**src/rtl/adder_rb_ctrl.sv**
```systemverilog
// adder_rb_ctrl: register bank and launch/wait sequencer for the adder IP.
// Decodes single-cycle AXI-side writes/reads into a five-word map, pulses
// the adder start, and waits for its done handshake under a watchdog.
module adder_rb_ctrl #(
    parameter int DATA_WIDTH     = 32,
    parameter int TIMEOUT_CYCLES = 255
) (
    input  logic                    S_AXI_ACLK,
    input  logic                    S_AXI_ARESETN,
    input  logic                    i_en_amba_write,
    input  logic [DATA_WIDTH-1:0]   i_data_wc,
    input  logic [31:0]             i_addr_wc,
    input  logic [3:0]              i_strb,
    input  logic [31:0]             i_addr_rc,
    output logic [DATA_WIDTH-1:0]   o_data_rc,
    output logic                    o_is_busy,
    output logic                    o_adder_start,
    output logic [DATA_WIDTH-1:0]   o_adder_op_a,
    output logic [DATA_WIDTH-1:0]   o_adder_op_b,
    input  logic                    i_adder_done,
    input  logic [DATA_WIDTH-1:0]   i_adder_result,
    input  logic                    i_adder_carry,
    output logic                    o_irq
);

    typedef enum logic [1:0] {
        ST_IDLE   = 2'd0,
        ST_LAUNCH = 2'd1,
        ST_WAIT   = 2'd2
    } state_t;

    localparam logic [5:0] IDX_OP_A   = 6'h00;
    localparam logic [5:0] IDX_OP_B   = 6'h01;
    localparam logic [5:0] IDX_CTRL   = 6'h02;
    localparam logic [5:0] IDX_STATUS = 6'h03;
    localparam logic [5:0] IDX_RESULT = 6'h04;

    localparam logic [7:0] WD_LAST = 8'(TIMEOUT_CYCLES - 1);

    state_t                  state;
    logic [7:0]              wd_cnt;
    logic [DATA_WIDTH-1:0]   op_a;
    logic [DATA_WIDTH-1:0]   op_b;
    logic [DATA_WIDTH-1:0]   result;
    logic                    irq_en;
    logic                    done_flag;
    logic                    carry_flag;
    logic                    timeout_flag;
    logic                    start_q;
    logic                    irq_q;

    logic                    wr_ok;
    logic                    wr_op_a;
    logic                    wr_op_b;
    logic                    wr_ctrl;
    logic                    rd_map;
    logic [5:0]              rd_idx;

    // Byte-lane merge: strobed lanes take new data, others keep old value.
    function automatic logic [DATA_WIDTH-1:0] lane_merge(
        input logic [DATA_WIDTH-1:0] old_val,
        input logic [DATA_WIDTH-1:0] new_val,
        input logic [3:0]            strb
    );
        logic [DATA_WIDTH-1:0] r;
        r = old_val;
        for (int i = 0; i < 4; i++) begin
            if (strb[i]) r[8*i +: 8] = new_val[8*i +: 8];
        end
        return r;
    endfunction

    // Writes land only while idle; anything strobed during a computation is dropped.
    assign wr_ok   = i_en_amba_write && (state == ST_IDLE) && (i_addr_wc[31:8] == 24'd0);
    assign wr_op_a = wr_ok && (i_addr_wc[7:2] == IDX_OP_A);
    assign wr_op_b = wr_ok && (i_addr_wc[7:2] == IDX_OP_B);
    assign wr_ctrl = wr_ok && (i_addr_wc[7:2] == IDX_CTRL) && i_strb[0];

    assign rd_map  = (i_addr_rc[31:8] == 24'd0);
    assign rd_idx  = i_addr_rc[7:2];

    // Byte-offset bits are don't-care for both ports.
    logic unused_addr_lsbs;
    assign unused_addr_lsbs = ^{i_addr_wc[1:0], i_addr_rc[1:0]};

    // Combinational read mux; unmapped addresses read zero.
    always_comb begin
        o_data_rc = '0;
        if (rd_map) begin
            case (rd_idx)
                IDX_OP_A:   o_data_rc = op_a;
                IDX_OP_B:   o_data_rc = op_b;
                IDX_CTRL:   o_data_rc = {{(DATA_WIDTH-3){1'b0}}, 1'b0, irq_en, 1'b0};
                IDX_STATUS: o_data_rc = {{(DATA_WIDTH-4){1'b0}}, timeout_flag, carry_flag,
                                         done_flag, o_is_busy};
                IDX_RESULT: o_data_rc = result;
                default:    o_data_rc = '0;
            endcase
        end
    end

    // Sequencer FSM together with the register bank it guards.
    always_ff @(posedge S_AXI_ACLK or negedge S_AXI_ARESETN) begin
        if (!S_AXI_ARESETN) begin
            state        <= ST_IDLE;
            wd_cnt       <= 8'd0;
            op_a         <= '0;
            op_b         <= '0;
            result       <= '0;
            irq_en       <= 1'b0;
            done_flag    <= 1'b0;
            carry_flag   <= 1'b0;
            timeout_flag <= 1'b0;
            start_q      <= 1'b0;
        end else begin
            start_q <= 1'b0;
            if (wr_op_a) op_a <= lane_merge(op_a, i_data_wc, i_strb);
            if (wr_op_b) op_b <= lane_merge(op_b, i_data_wc, i_strb);
            case (state)
                ST_IDLE: begin
                    if (wr_ctrl) begin
                        irq_en <= i_data_wc[1];
                        if (i_data_wc[2]) begin
                            done_flag    <= 1'b0;
                            timeout_flag <= 1'b0;
                        end
                        if (i_data_wc[0]) begin
                            done_flag    <= 1'b0;
                            timeout_flag <= 1'b0;
                            carry_flag   <= 1'b0;
                            start_q      <= 1'b1;
                            state        <= ST_LAUNCH;
                        end
                    end
                end
                ST_LAUNCH: begin
                    wd_cnt <= 8'd0;
                    state  <= ST_WAIT;
                end
                ST_WAIT: begin
                    if (i_adder_done) begin
                        result     <= i_adder_result;
                        carry_flag <= i_adder_carry;
                        done_flag  <= 1'b1;
                        state      <= ST_IDLE;
                    end else if (wd_cnt == WD_LAST) begin
                        timeout_flag <= 1'b1;
                        result       <= '0;
                        carry_flag   <= 1'b0;
                        state        <= ST_IDLE;
                    end else if (wd_cnt != 8'hFF) begin
                        wd_cnt <= wd_cnt + 8'd1;
                    end
                end
                default: state <= ST_IDLE;
            endcase
        end
    end

    // Level interrupt, registered from the sticky completion flags.
    always_ff @(posedge S_AXI_ACLK or negedge S_AXI_ARESETN) begin
        if (!S_AXI_ARESETN) irq_q <= 1'b0;
        else                irq_q <= irq_en & (done_flag | timeout_flag);
    end

    assign o_is_busy     = (state != ST_IDLE);
    assign o_adder_start = start_q;
    assign o_adder_op_a  = op_a;
    assign o_adder_op_b  = op_b;
    assign o_irq         = irq_q;

endmodule

```
**config.mk**
```make
export PLATFORM = sky130hd
export DESIGN_NAME = adder_rb_ctrl
export DESIGN_NICKNAME = d
export VERILOG_FILES = /design/src/rtl/adder_rb_ctrl.sv
export SDC_FILE = /design/constraint.sdc
export NUM_CORES = 1
export LEC_CHECK = 0
export BUFFER_PORTS_ARGS = -buffer_cell sky130_fd_sc_hd__buf_2
export CAP_MARGIN = 30
export CORE_MARGIN = 3
export CORE_UTILIZATION = 25
export CTS_CLUSTER_SIZE = 25
export DETAILED_ROUTE_END_ITERATION = 7
export SETUP_SLACK_MARGIN = 0.5
export SYNTH_ARGS = -nofsm -noshare
export SYNTH_HDL_FRONTEND = slang
export SYNTH_SLANG_ARGS = --single-unit
export TNS_END_PERCENT = 100
```
**constraint.sdc**
```tcl
create_clock -name S_AXI_ACLK -period 3 [get_ports S_AXI_ACLK]
set_input_delay 0.45 -clock S_AXI_ACLK [delete_from_list [all_inputs] [get_ports S_AXI_ACLK]]
set_output_delay 0.45 -clock S_AXI_ACLK [all_outputs]
set_load 0.01 [all_outputs]
```
# After elaboration in Yosys (flattened, before gate mapping)

Index checks and enable logic that the tools add are counted.

Register bits: 112
Bits of input ports: 137
Output and inout port bits: 99
Word-level logic and storage cells: 98

$add $sub $neg: 1
Equality and inequality tests: 19
Mux-type cells: 29
Bitwise logic cells: 2
Reductions and logical operators: 30

Operator list:

| operator                                      | number |
|---|---|
| case mux 32 bit (5 select lines)              | 1 |
| two-way mux 32 bit                            | 3 |
| zero test 24 bit                              | 2 |
| two-way mux 8 bit                             | 3 |
| AND reduction 2 bit                           | 10 |
| == test 6 x 2 -> 1 bit, second input constant | 3 |
| case mux 8 bit (2 select lines)               | 1 |
| != test 2 bit, second input constant          | 7 |
| two-way mux 1 bit                             | 13 |
| == test 6 x 1 -> 1 bit, second input constant | 2 |
| zero test 6 bit                               | 2 |
| AND reduction 4 bit                           | 3 |
| adder 8 x 1 -> 8 bit, second input constant   | 1 |
| == test 8 bit, second input constant          | 1 |
| two-way mux 2 bit                             | 4 |
| != test 8 bit, second input constant          | 1 |
| nonzero test 2 bit                            | 4 |
| == test 6 x 3 -> 1 bit, second input constant | 1 |
| logical AND 1 bit                             | 6 |
| != test 3 bit, second input constant          | 2 |
| case mux 1 bit (2 select lines)               | 3 |
| case mux 2 bit (3 select lines)               | 1 |
| AND reduction 5 bit                           | 1 |
| AND reduction 3 bit                           | 1 |
| 5 further kinds                               | 5 |

# Longest topological paths before layout

Gate-level depths: netlist of run 1.

Depth after elaboration: 7
Gate-level depth with buffers: 7
Depth with buffers taken out: 6

# Worst setup path before layout of run 1

Ideal clock, no wire load.

Kind: in2out
Start point: input port i_addr_rc[5]
End point: output port o_data_rc[13]
Arrival: 2.002 ns
Required time: 2.550 ns
Setup slack: 0.548 ns
Cell stages on the path: 6
Path buffers: 2
Cells stage by stage: nor4_1 -> and3b_1 -> clkbuf_1 -> clkbuf_1 -> a222oi_1 -> nor2_1

Cells in the longest elaborated chain, start to end: 3
Elaborated cells on any way between the ends: 7
Those cells by class: 4 x eq/ne; 2 x mux; 1 x reduce/logical

RTL lines:

| element                                              | RTL line | text |
|---|---|---|
| start, declared                                      | 14       | `input logic [31:0] i_addr_rc,` |
| == test 6 x 3 -> 1 bit, or another cell as far along | 90       | `case (rd_idx)` |
| case mux 32 bit (5 select lines) *                   | 90       |  |
| two-way mux 32 bit *                                 | 89       | `if (rd_map) begin` |
| end, declared                                        | 15       | `output logic [DATA_WIDTH-1:0] o_data_rc,` |

Every way passes the cells marked *; elsewhere a longest branch is shown, timed or not.

# Worst setup path in the final report of run 1

Start point: input port i_addr_rc[21]
End point: output port o_data_rc[2]

Cells in the longest elaborated chain, start to end: 2

RTL lines:

| element            | RTL line | text |
|---|---|---|
| zero test 24 bit   | 79       | `assign rd_map = (i_addr_rc[31:8] == 24'd0);` |
| two-way mux 32 bit | 89       |  |

No other way between the ends.

==> results.py, run 1 <==
metrics = {
    "run_status": {
        "status": "complete, no violations",
    },
    "logic_synthesis": {
        "netlist_area_um2": 5130,
        "yosysMostFrequentCell": "dfrtp_1",
        "synth_seq_area_share_pct": 54.6,
        "synth_area_leaders": "dfrtp_1, mux2_2, a22o_1, a222oi_1, nor2_1",
        "avgSynthCellArea_um2": 12.7,
        "synth_fa_ha_area_share_pct": 0.487,
        "netlist.top_cell.by_area": "dfrtp_1",
        "syn_nets": 544,
        "synth_common_cells": "dfrtp_1, mux2_2, nor2_1",
        "async_flop_share_pct": 100,
        "muxShareOfSynthArea_pct": 14.7,
        "yosys_warnings": 0,
        "synth_xor_xnor_area_share_pct": 0.512,
        "yosys.area_share.simple_pct": 12.5,
        "synth_cell_type_count": 41,
        "synth_top_flop_cell": "dfrtp_1",
        "synth_compound_area_share_pct": 14.8,
        "post-synth-top-area-fraction_pct": 54.6,
        "synth_edf_count": 0,
        "syn_inst": 405,
        "synth_seq_cells": 112,
        "synth_top_family_by_area": "compound AO/OA/AOI/OAI gates",
    },
    "finish": {
        "final_net_count": 788,
        "n_antenna_cell": 0,
        "fin_util_pct": 35.9,
        "drive_gt1_share_pct": 54.3,
        "syn_to_final_growth_pct": 38.8,
    },
    "global_routing": {
        "antenna_found_initial": 2,
        "grt.total_usage_pct": 15.4,
        "grt_max_degree": 57,
        "overflow": 0,
        "grt_pass1_vias": 4745,
        "grt_pass1_wl_um": 26500,
    },
    "flow_run": {
        "cap_violations": 0,
    },
    "sta": {
        "worstMarginPinSlew_ns": 0.976,
        "slew_violations": 0,
        "finalCritPeriodShare_pct": 80.9,
        "tns_ns": 0,
        "skew_ns": 0.0121,
        "period_minus_slack_ns": 2.43,
        "max_slew_margin_pct": 34.3,
        "fmax_mhz": 412,
        "hold_viol": 0,
        "setup_viol": 0,
        "rsz0062_at_grt": "no",
    },
    "worst_setup_path": {
        "critPathMaxFanout": 8,
        "end_kind": "output pin",
        "crit_type": "primary input to output pin",
        "slowest_stage": "nor4_1",
        "critPathMaxStageDelay_ns": 0.37,
        "timing.rr.start": "state[1]$_DFFE_PN0P_",
        "crit_start": "i_addr_rc[21]",
        "worstPathArrival_ns": 1.98,
        "worst_path_most_repeated_cell": "buf_2",
        "crit_path_cell_trace": "buf_2 -> nor4_1 -> and4_1 -> o2111ai_4 -> buf_4 -> nor2_1 -> buf_2",
        "required_ns": 2.55,
        "start_kind": "primary input",
    },
    "power": {
        "ir_worst_vdd_mv": 0.244,
        "power_switching_mw": 0.738,
        "power_density_nw_per_um2": 444,
        "p_leak_nw": 3.62,
        "p_sw_share_pct": 23.3,
        "p_comb_share_pct": 7.3,
        "seqPwrFrac_pct": 50.6,
        "clock_power_share_pct": 42.1,
        "p_int_mw": 2.43,
    },
    "floorplanning": {
        "start_util_pct": 25.9,
        "coreArea_um2": 19800,
        "dieWidth_um": 149,
        "dieArea_um2": 22300,
        "chipHeight_um": 149,
        "io-pin-count": 236,
        "fp-row-count": 51,
    },
    "cts": {
        "cts_root_buf": "clkbuf_16",
        "cts_sinks": 112,
        "cts_max_path_buffers": 2,
        "clk_pin_slew_ns": 0.08,
        "cts_buffers": 9,
        "clk_latency_ns": 0.36,
        "htreeDepth": 3,
        "cts_tree": "done",
    },
    "placement": {
        "dp_hpwl_um": 13000,
        "port_buffers": 231,
        "gp_congestion": 0.770,
    },
    "detailed_routing": {
        "wirelength_um": 17400,
        "wl_per_cell_um": 19.0,
        "drc": 0,
        "ant_nets": 0,
        "via_per_inst": 4.98,
        "dr.pass1.iters": 5,
        "dr_total_vias": 4579,
        "drtIter0Drc": 363,
    },
    "min_path": {
        "hold_class": "primary input to asynchronous set/reset pin",
    },
}
## worst paths after layout
| path | cells after the start | slack, ns | endpoint |
|---|---|---|---|
| min in group S_AXI_ACLK | 2 | 0.31 | result[6]$_DFFE_PN0P_ |
| worst min-delay path | 1 | 0.16 | wd_cnt[1]$_DFFE_PN0P_ |
| worst min register to register | 1 | 0.51 | result[1]$_DFFE_PN0P_ |
| worst max-delay path | 7 | 0.57 | o_data_rc[2] |
| worst max register to register | 6 | 0.72 | o_adder_op_a[29]$_DFFE_PN0P_ |
| max in group asynchronous | 2 | 2.12 | o_adder_op_a[22]$_DFFE_PN0P_ |
## critical path: cells and delay by family
family                 cells  cell delay [ns]
buffers and inverters      3             0.52
AO/OA/AOI/OAI              1             0.18
AND/OR/NAND/NOR            3             0.84
## layout make-up
type / count / area, um2
well taps: 265 / 332
multi-input cells: 263 / 2250
clock inverters: 7 / 101
clock buffers: 9 / 225
repair buffers: 257 / 1400
flip-flops and latches: 112 / 2800
inverters: 6 / 22.5
fillers: 1979 / 12700
## cell families (layout without fill, tap and decap cells)
kind of cell / after synthesis / in the layout
multiplexers: 66 / 66
XOR/XNOR: 3 / 3
adder cells (fa/ha/maj): 2 / 2
flip-flops: 112 / 112
AO/OA/AOI/OAI: 88 / 88
AND/OR/NAND/NOR: 104 / 104
buffers and inverters: 30 / 279
## routing by layer
layer	part of all wire (%)	vias up	track usage, %
met1	43	2291	20.0
met4	1.4	4	5.31
met3	6.4	16	2.86
met5	0.18	-	0
met2	49	190	25.9
li1	-	2078	-
## power groups by stage
stage / logic [mW] / registers [mW] / clock network (mW)
after floorplan: 0.0808 / 1.62 / 0
after global placement: 0.231 / 1.63 / 0
after detailed placement: 0.235 / 1.63 / 0
after CTS: 0.235 / 1.60 / 1.38
after global routing: 0.258 / 1.61 / 1.44
final: 0.230 / 1.60 / 1.33
## timing repair
item	in CTS	in global routing
endpoints found under the setup margin	22	6
setup buffers	1	0
pin swaps	1	0
hold buffers	0	0
gates resized for setup	0	2
## state kept, by name, summed over array words and instances (netlist names)
| name | flops |
|---|---|
| timeout_flag | 1 |
| irq_en | 1 |
| carry_flag | 1 |
| result | 32 |
| o_adder_op_a | 32 |
| state | 2 |
| o_adder_op_b | 32 |
| done_flag | 1 |
| wd_cnt | 8 |
| o_adder_start | 1 |
| o_irq | 1 |
## placed cells by master (no fill, tap or decap), types with 2 or more instances in the layout
cell,n
or2_2,2
nor4_2,3
nor4_1,13
dfrtp_1,112
and2_1,3
nor2_1,38
clkbuf_16,9
o21ai_0,4
or4_1,2
a22oi_1,2
o31ai_1,4
nor4_4,6
nor2b_1,3
nand3_1,6
nand2b_1,3
xor2_1,3
a222oi_1,30
mux2_2,65
buf_2,230
and4_1,2
inv_1,6
ha_1,2
o211ai_1,2
nand4_1,4
buf_4,23
nand2_1,8
a22o_1,35
buf_12,3
bufinv_16,2
nor3_1,6
a21oi_1,4
## through the flow
step / setup WS [ns] / cell area [um2] / hold WS (ns) / cells / power [mW]
3_3_place_gp: 0.405 / 6780 / 0.488 / 902 / 1.86
4_1_cts: 0.531 / 7120 / 0.191 / 919 / 3.22
5_1_grt: 0.501 / 7130 / 0.225 / 919 / 3.31
3_5_place_dp: 0.404 / 6780 / 0.491 / 902 / 1.86
6_report: 0.572 / 7130 / 0.155 / 919 / 3.17
2_1_floorplan: 0.548 / 5130 / 0.154 / 405 / 1.70
Power figures use the tool's default switching activity.
==> run 2, diff against run 1 <==
==> constraint.sdc (replaced) <==
create_clock -name S_AXI_ACLK -period 2.45 [get_ports S_AXI_ACLK]
set_input_delay 0.3675 -clock S_AXI_ACLK [delete_from_list [all_inputs] [get_ports S_AXI_ACLK]]
set_output_delay 0.3675 -clock S_AXI_ACLK [all_outputs]
set_load 0.01 [all_outputs]
==> results.py, run 2 (synthesized netlist as in run 1, its figures left out) <==
metrics = {
    "finish": {
        "final_net_count": 818,
        "fin_area_um2": 7980,
        "drive_gt1_share_pct": 58.3,
        "n_antenna_cell": 0,
        "final_common_cell": "buf_2",
        "fillers": 1926,
        "fin_util_pct": 40.2,
        "syn_to_final_growth_pct": 55.5,
        "final_cell_mix": "buf_2, dfrtp_1, mux2_4",
    },
    "cts": {
        "cts_buffers": 9,
        "cts_sinks": 112,
        "holdBufCountCts": 0,
        "htreeDepth": 3,
        "clk_pin_slew_ns": 0.08,
        "cts_tree": "done",
        "cts_max_path_buffers": 2,
        "cts_root_buf": "clkbuf_16",
        "clk_latency_ns": 0.35,
    },
    "worst_setup_path": {
        "critPathMaxStageDelay_ns": 0.44,
        "critPathMaxFanout": 4,
        "crit_start": "state[1]$_DFFE_PN0P_",
        "crit_type": "flop to flop",
        "start_kind": "flop",
        "required_ns": 2.69,
        "slowest_stage": "dfrtp_2",
        "worstPathArrival_ns": 2.38,
        "timing.rr.start": "state[1]$_DFFE_PN0P_",
        "end_kind": "flop",
        "crit_path_cell_trace": "nor4_4 -> buf_4 -> nand4_1 -> buf_6 -> buf_12 -> buf_16 -> nor4_4 -> buf_4 -> mux2_4",
    },
    "detailed_routing": {
        "dr.pass1.iters": 7,
        "wl_per_cell_um": 20.0,
        "wirelength_um": 19000,
        "via_per_inst": 4.96,
        "drc": 0,
        "ant_nets": 0,
        "dr_total_vias": 4711,
        "drtIter0Drc": 301,
    },
    "placement": {
        "gp_congestion": 0.761,
        "port_buffers": 231,
        "place_area_um2": 6900,
        "dp_hpwl_um": 12500,
    },
    "sta": {
        "fin_hold_ws_ns": 0.0577,
        "hold_viol": 0,
        "worstMarginPinSlew_ns": 0.665,
        "fmax_mhz": 467,
        "rsz0062_at_grt": "yes",
        "finalCritPeriodShare_pct": 87.4,
        "slew_violations": 0,
        "setup_viol": 0,
        "tns_ns": 0,
        "period_minus_slack_ns": 2.14,
        "max_slew_margin_pct": 55.7,
        "skew_ns": 0.00844,
    },
    "global_routing": {
        "grt.total_usage_pct": 16.5,
        "antenna_found_initial": 1,
        "grt_pass1_vias": 4868,
        "grt_pass1_wl_um": 28200,
        "grt_max_degree": 113,
        "overflow": 0,
    },
    "floorplanning": {
        "io-pin-count": 236,
        "chipHeight_um": 149,
        "dieArea_um2": 22300,
        "dieWidth_um": 149,
        "start_util_pct": 25.9,
        "fp-row-count": 51,
        "coreArea_um2": 19800,
    },
    "flow_run": {
        "cap_violations": 0,
    },
    "power": {
        "power_density_nw_per_um2": 464,
        "p_leak_nw": 3.96,
        "power.total_mw": 3.71,
        "ir_worst_vdd_mv": 0.349,
    },
    "run_status": {
        "status": "complete, no violations",
    },
    "min_path": {
        "hold_class": "primary input to asynchronous set/reset pin",
    },
}
[run 2: changes by cell type in the layout (fill, tap and decap cells not counted), sizes merged]
cell    delta
bufinv     -2
buf       +28
clkbuf     +2
clkinv     +1
and3       +1
[run 2: metal layers]
metal	wire [um]	up-vias	global-route usage (%)
met4	269	2	4.49
met2	9210	191	27.2
li1	-	2142	-
met5	13	-	0
met1	8290	2360	21.6
met3	1200	16	3.89
[run 2: report_power, final]
group          internal (mW)  total, mW  switching [mW]
Sequential              1.92       1.96          0.0458
Clock                  0.708       1.43           0.719
Combinational          0.166      0.317           0.150
Total                   2.79       3.71           0.915
[run 2: path summary, 6_finish.rpt]
check,end,slack (ns),depth (start not counted)
hold reg to reg,result[31]$_DFFE_PN0P_,0.51,1
setup reg to reg,o_adder_op_a[20]$_DFFE_PN0P_,0.31,9
setup / recovery,o_adder_op_a[20]$_DFFE_PN0P_,0.31,9
max in group asynchronous,o_adder_op_a[0]$_DFFE_PN0P_,1.85,2
hold / removal,o_adder_op_a[5]$_DFFE_PN0P_,0.06,2
min in group S_AXI_ACLK,result[20]$_DFFE_PN0P_,0.22,2
[run 2: metrics by stage]
step | worst slack (ns) | cells
after floorplan | 0.393 | 405
after global placement | 0.209 | 909
after detailed placement | 0.209 | 909
after CTS | 0.287 | 942
after global routing | 0.201 | 949
final | 0.309 | 949
[run 2: critical path: cells and delay by family, from the launching register on]
family / cells / cell delay (ns)
buf+inv: 5 / 0.77
mux: 1 / 0.31
flops: 1 / 0.44
simple gates: 3 / 0.51
[run 2: timing repair]
action	CTS	global route
buffers inserted	13	6
resized for setup	106	15
pin swaps	19	13
setup endpoints to repair	100	105
gates cloned	4	1
[run 2: final cells by class]
class                   count  area, um2  area share, %
multi-input cells         264       2640           33.1
well taps                 265        332           4.15
inverters                   6       22.5          0.282
clock buffers              10        229           2.87
repair buffers            286       1900           23.8
clock inverters             6       53.8          0.674
flip-flops and latches    112       2800           35.1
==> run 3, diff against run 2 <==
--- a/config.mk
+++ b/config.mk
@@ -7,6 +7,7 @@
 export LEC_CHECK = 0
 export BUFFER_PORTS_ARGS = -buffer_cell sky130_fd_sc_hd__buf_2
 export CAP_MARGIN = 30
+export CORE_ASPECT_RATIO = 0.8
 export CORE_MARGIN = 3
 export CORE_UTILIZATION = 25
 export CTS_CLUSTER_SIZE = 25
==> results.py, run 3 (synthesized netlist as in run 1, its figures left out) <==
metrics = {
    "power": {
        "ir_worst_vdd_mv": 0.362,
        "p_comb_share_pct": 8.1,
        "clock_power_share_pct": 38.9,
        "seqPwrFrac_pct": 53.0,
        "power_switching_mw": 0.922,
        "p_leak_nw": 3.84,
        "power_density_nw_per_um2": 479,
        "p_int_mw": 2.78,
        "p_sw_share_pct": 24.9,
        "power.total_mw": 3.70,
    },
    "detailed_routing": {
        "drtIter0Drc": 336,
        "dr.pass1.iters": 6,
        "wl_per_cell_um": 20.2,
        "drc": 0,
        "ant_nets": 0,
        "dr_total_vias": 4671,
        "wirelength_um": 18900,
        "via_per_inst": 4.99,
    },
    "sta": {
        "period_minus_slack_ns": 2.15,
        "hold_viol": 0,
        "tns_ns": 0,
        "worstMarginPinSlew_ns": 0.620,
        "finalCritPeriodShare_pct": 87.6,
        "skew_ns": 0.0107,
        "max_slew_margin_pct": 58.4,
        "setup_viol": 0,
        "slew_violations": 0,
        "fmax_mhz": 466,
        "fin_hold_ws_ns": 0.0833,
        "rsz0062_at_grt": "yes",
    },
    "flow_run": {
        "cap_violations": 0,
    },
    "finish": {
        "seq_area_um2": 2810,
        "drive_gt1_share_pct": 56.1,
        "final_net_count": 806,
        "n_antenna_cell": 0,
        "final_common_cell": "buf_2",
        "final_cell_mix": "buf_2, dfrtp_1, mux2_4",
        "fillers": 1999,
        "multi_input_area_um2": 2530,
        "syn_to_final_growth_pct": 50.6,
    },
    "floorplanning": {
        "io-pin-count": 236,
        "coreArea_um2": 20000,
        "dieArea_um2": 22300,
        "chipHeight_um": 134,
        "start_util_pct": 25.7,
        "fp-row-count": 46,
        "dieWidth_um": 166,
    },
    "placement": {
        "gp_congestion": 0.825,
        "port_buffers": 231,
        "dp_hpwl_um": 12900,
    },
    "min_path": {
        "hold_class": "primary input to asynchronous set/reset pin",
    },
    "cts": {
        "cts_max_path_buffers": 2,
        "clk_pin_slew_ns": 0.08,
        "cts_tree": "done",
        "htreeDepth": 3,
        "cts_buffers": 9,
        "cts_root_buf": "clkbuf_16",
        "clk_latency_ns": 0.35,
        "cts_sinks": 112,
    },
    "global_routing": {
        "grt.total_usage_pct": 15.8,
        "overflow": 0,
        "grt_max_degree": 113,
        "grt_pass1_wl_um": 27800,
        "antenna_found_initial": 0,
        "grt_pass1_vias": 4790,
    },
    "worst_setup_path": {
        "critPathMaxFanout": 17,
        "worstPathArrival_ns": 1.78,
        "start_kind": "primary input",
        "end_kind": "output pin",
        "required_ns": 2.08,
        "crit_type": "primary input to output pin",
    },
    "run_status": {
        "status": "complete, no violations",
    },
}
run 3: changes by cell type in the layout (fill, tap and decap cells not counted), sizes merged:
| cell | before | now |
|---|---|---|
| clkinvlp | 1 | 0 |
| and3 | 2 | 1 |
| clkbuf | 11 | 12 |
| buf | 285 | 273 |
| inv | 8 | 7 |
| clkinv | 3 | 5 |
run 3: final cells by class:
type,count,area share [%]
clock buffer,10,2.96
clock inverter,6,0.728
inverter,6,0.291
multi-input combinational,263,32.7
sequential,112,36.3
tap,264,4.27
timing repair buffer,275,22.8
run 3: final timing paths:
check | from | to | slack [ns] | cells past startpoint
min in group S_AXI_ACLK | i_adder_result[19] | result[19]$_DFFE_PN0P_ | 0.23 | 2
worst max register to register | state[1]$_DFFE_PN0P_ | o_adder_op_b[25]$_DFFE_PN0P_ | 0.42 | 8
max in group asynchronous | S_AXI_ARESETN | o_adder_op_b[15]$_DFFE_PN0P_ | 1.89 | 2
worst min-delay path | S_AXI_ARESETN | o_adder_op_a[28]$_DFFE_PN0P_ | 0.08 | 2
worst min register to register | result[15]$_DFFE_PN0P_ | result[15]$_DFFE_PN0P_ | 0.51 | 1
worst max-delay path | i_addr_rc[6] | o_data_rc[14] | 0.30 | 8
run 3: critical path, stage by stage:
cell	delay, ns
buf_6	0.10
nor4_4	0.36
buf_4	0.17
buf_6	0.13
o2111ai_4	0.15
buf_12	0.19
nor2_1	0.14
buf_2	0.15
run 3: power by group through the flow:
| stage | clock (mW) | combinational (mW) | sequential [mW] |
|---|---|---|---|
| after floorplan | 0 | 0.0998 | 1.98 |
| after global placement | 0 | 0.283 | 2.00 |
| after detailed placement | 0 | 0.290 | 2.00 |
| after CTS | 1.49 | 0.293 | 1.96 |
| after global routing | 1.57 | 0.334 | 1.98 |
| final | 1.44 | 0.299 | 1.96 |
run 3: timing repair:
item | in CTS | in global routing
hold buffers | 0 | 0
resized for setup | 40 | 55
hold endpoints to repair | 0 | 0
buffers inserted | 8 | 4
gates cloned | 1 | 3
pin swaps | 6 | 11
setup endpoints to repair | 98 | 113
run 3: per-layer routing:
| metal | vias up | track usage [%] | wire, um |
|---|---|---|---|
| met5 | - | 0 | 0 |
| met4 | 0 | 3.07 | 126 |
| met3 | 10 | 4.77 | 1510 |
| met2 | 226 | 26.1 | 8860 |
| met1 | 2330 | 20.9 | 8370 |
| li1 | 2105 | - | - |
run 3: metrics by stage:
step / utilization [%] / instance area (um2) / cells / setup WS, ns
finish: 38.7 / 7730 / 936 / 0.303
global placement: 34.3 / 6860 / 903 / 0.236
CTS: 37.1 / 7400 / 929 / 0.321
global route: 38.7 / 7730 / 936 / 0.214
floorplan: - / 5160 / 405 / 0.393
detailed placement: 34.5 / 6890 / 904 / 0.202
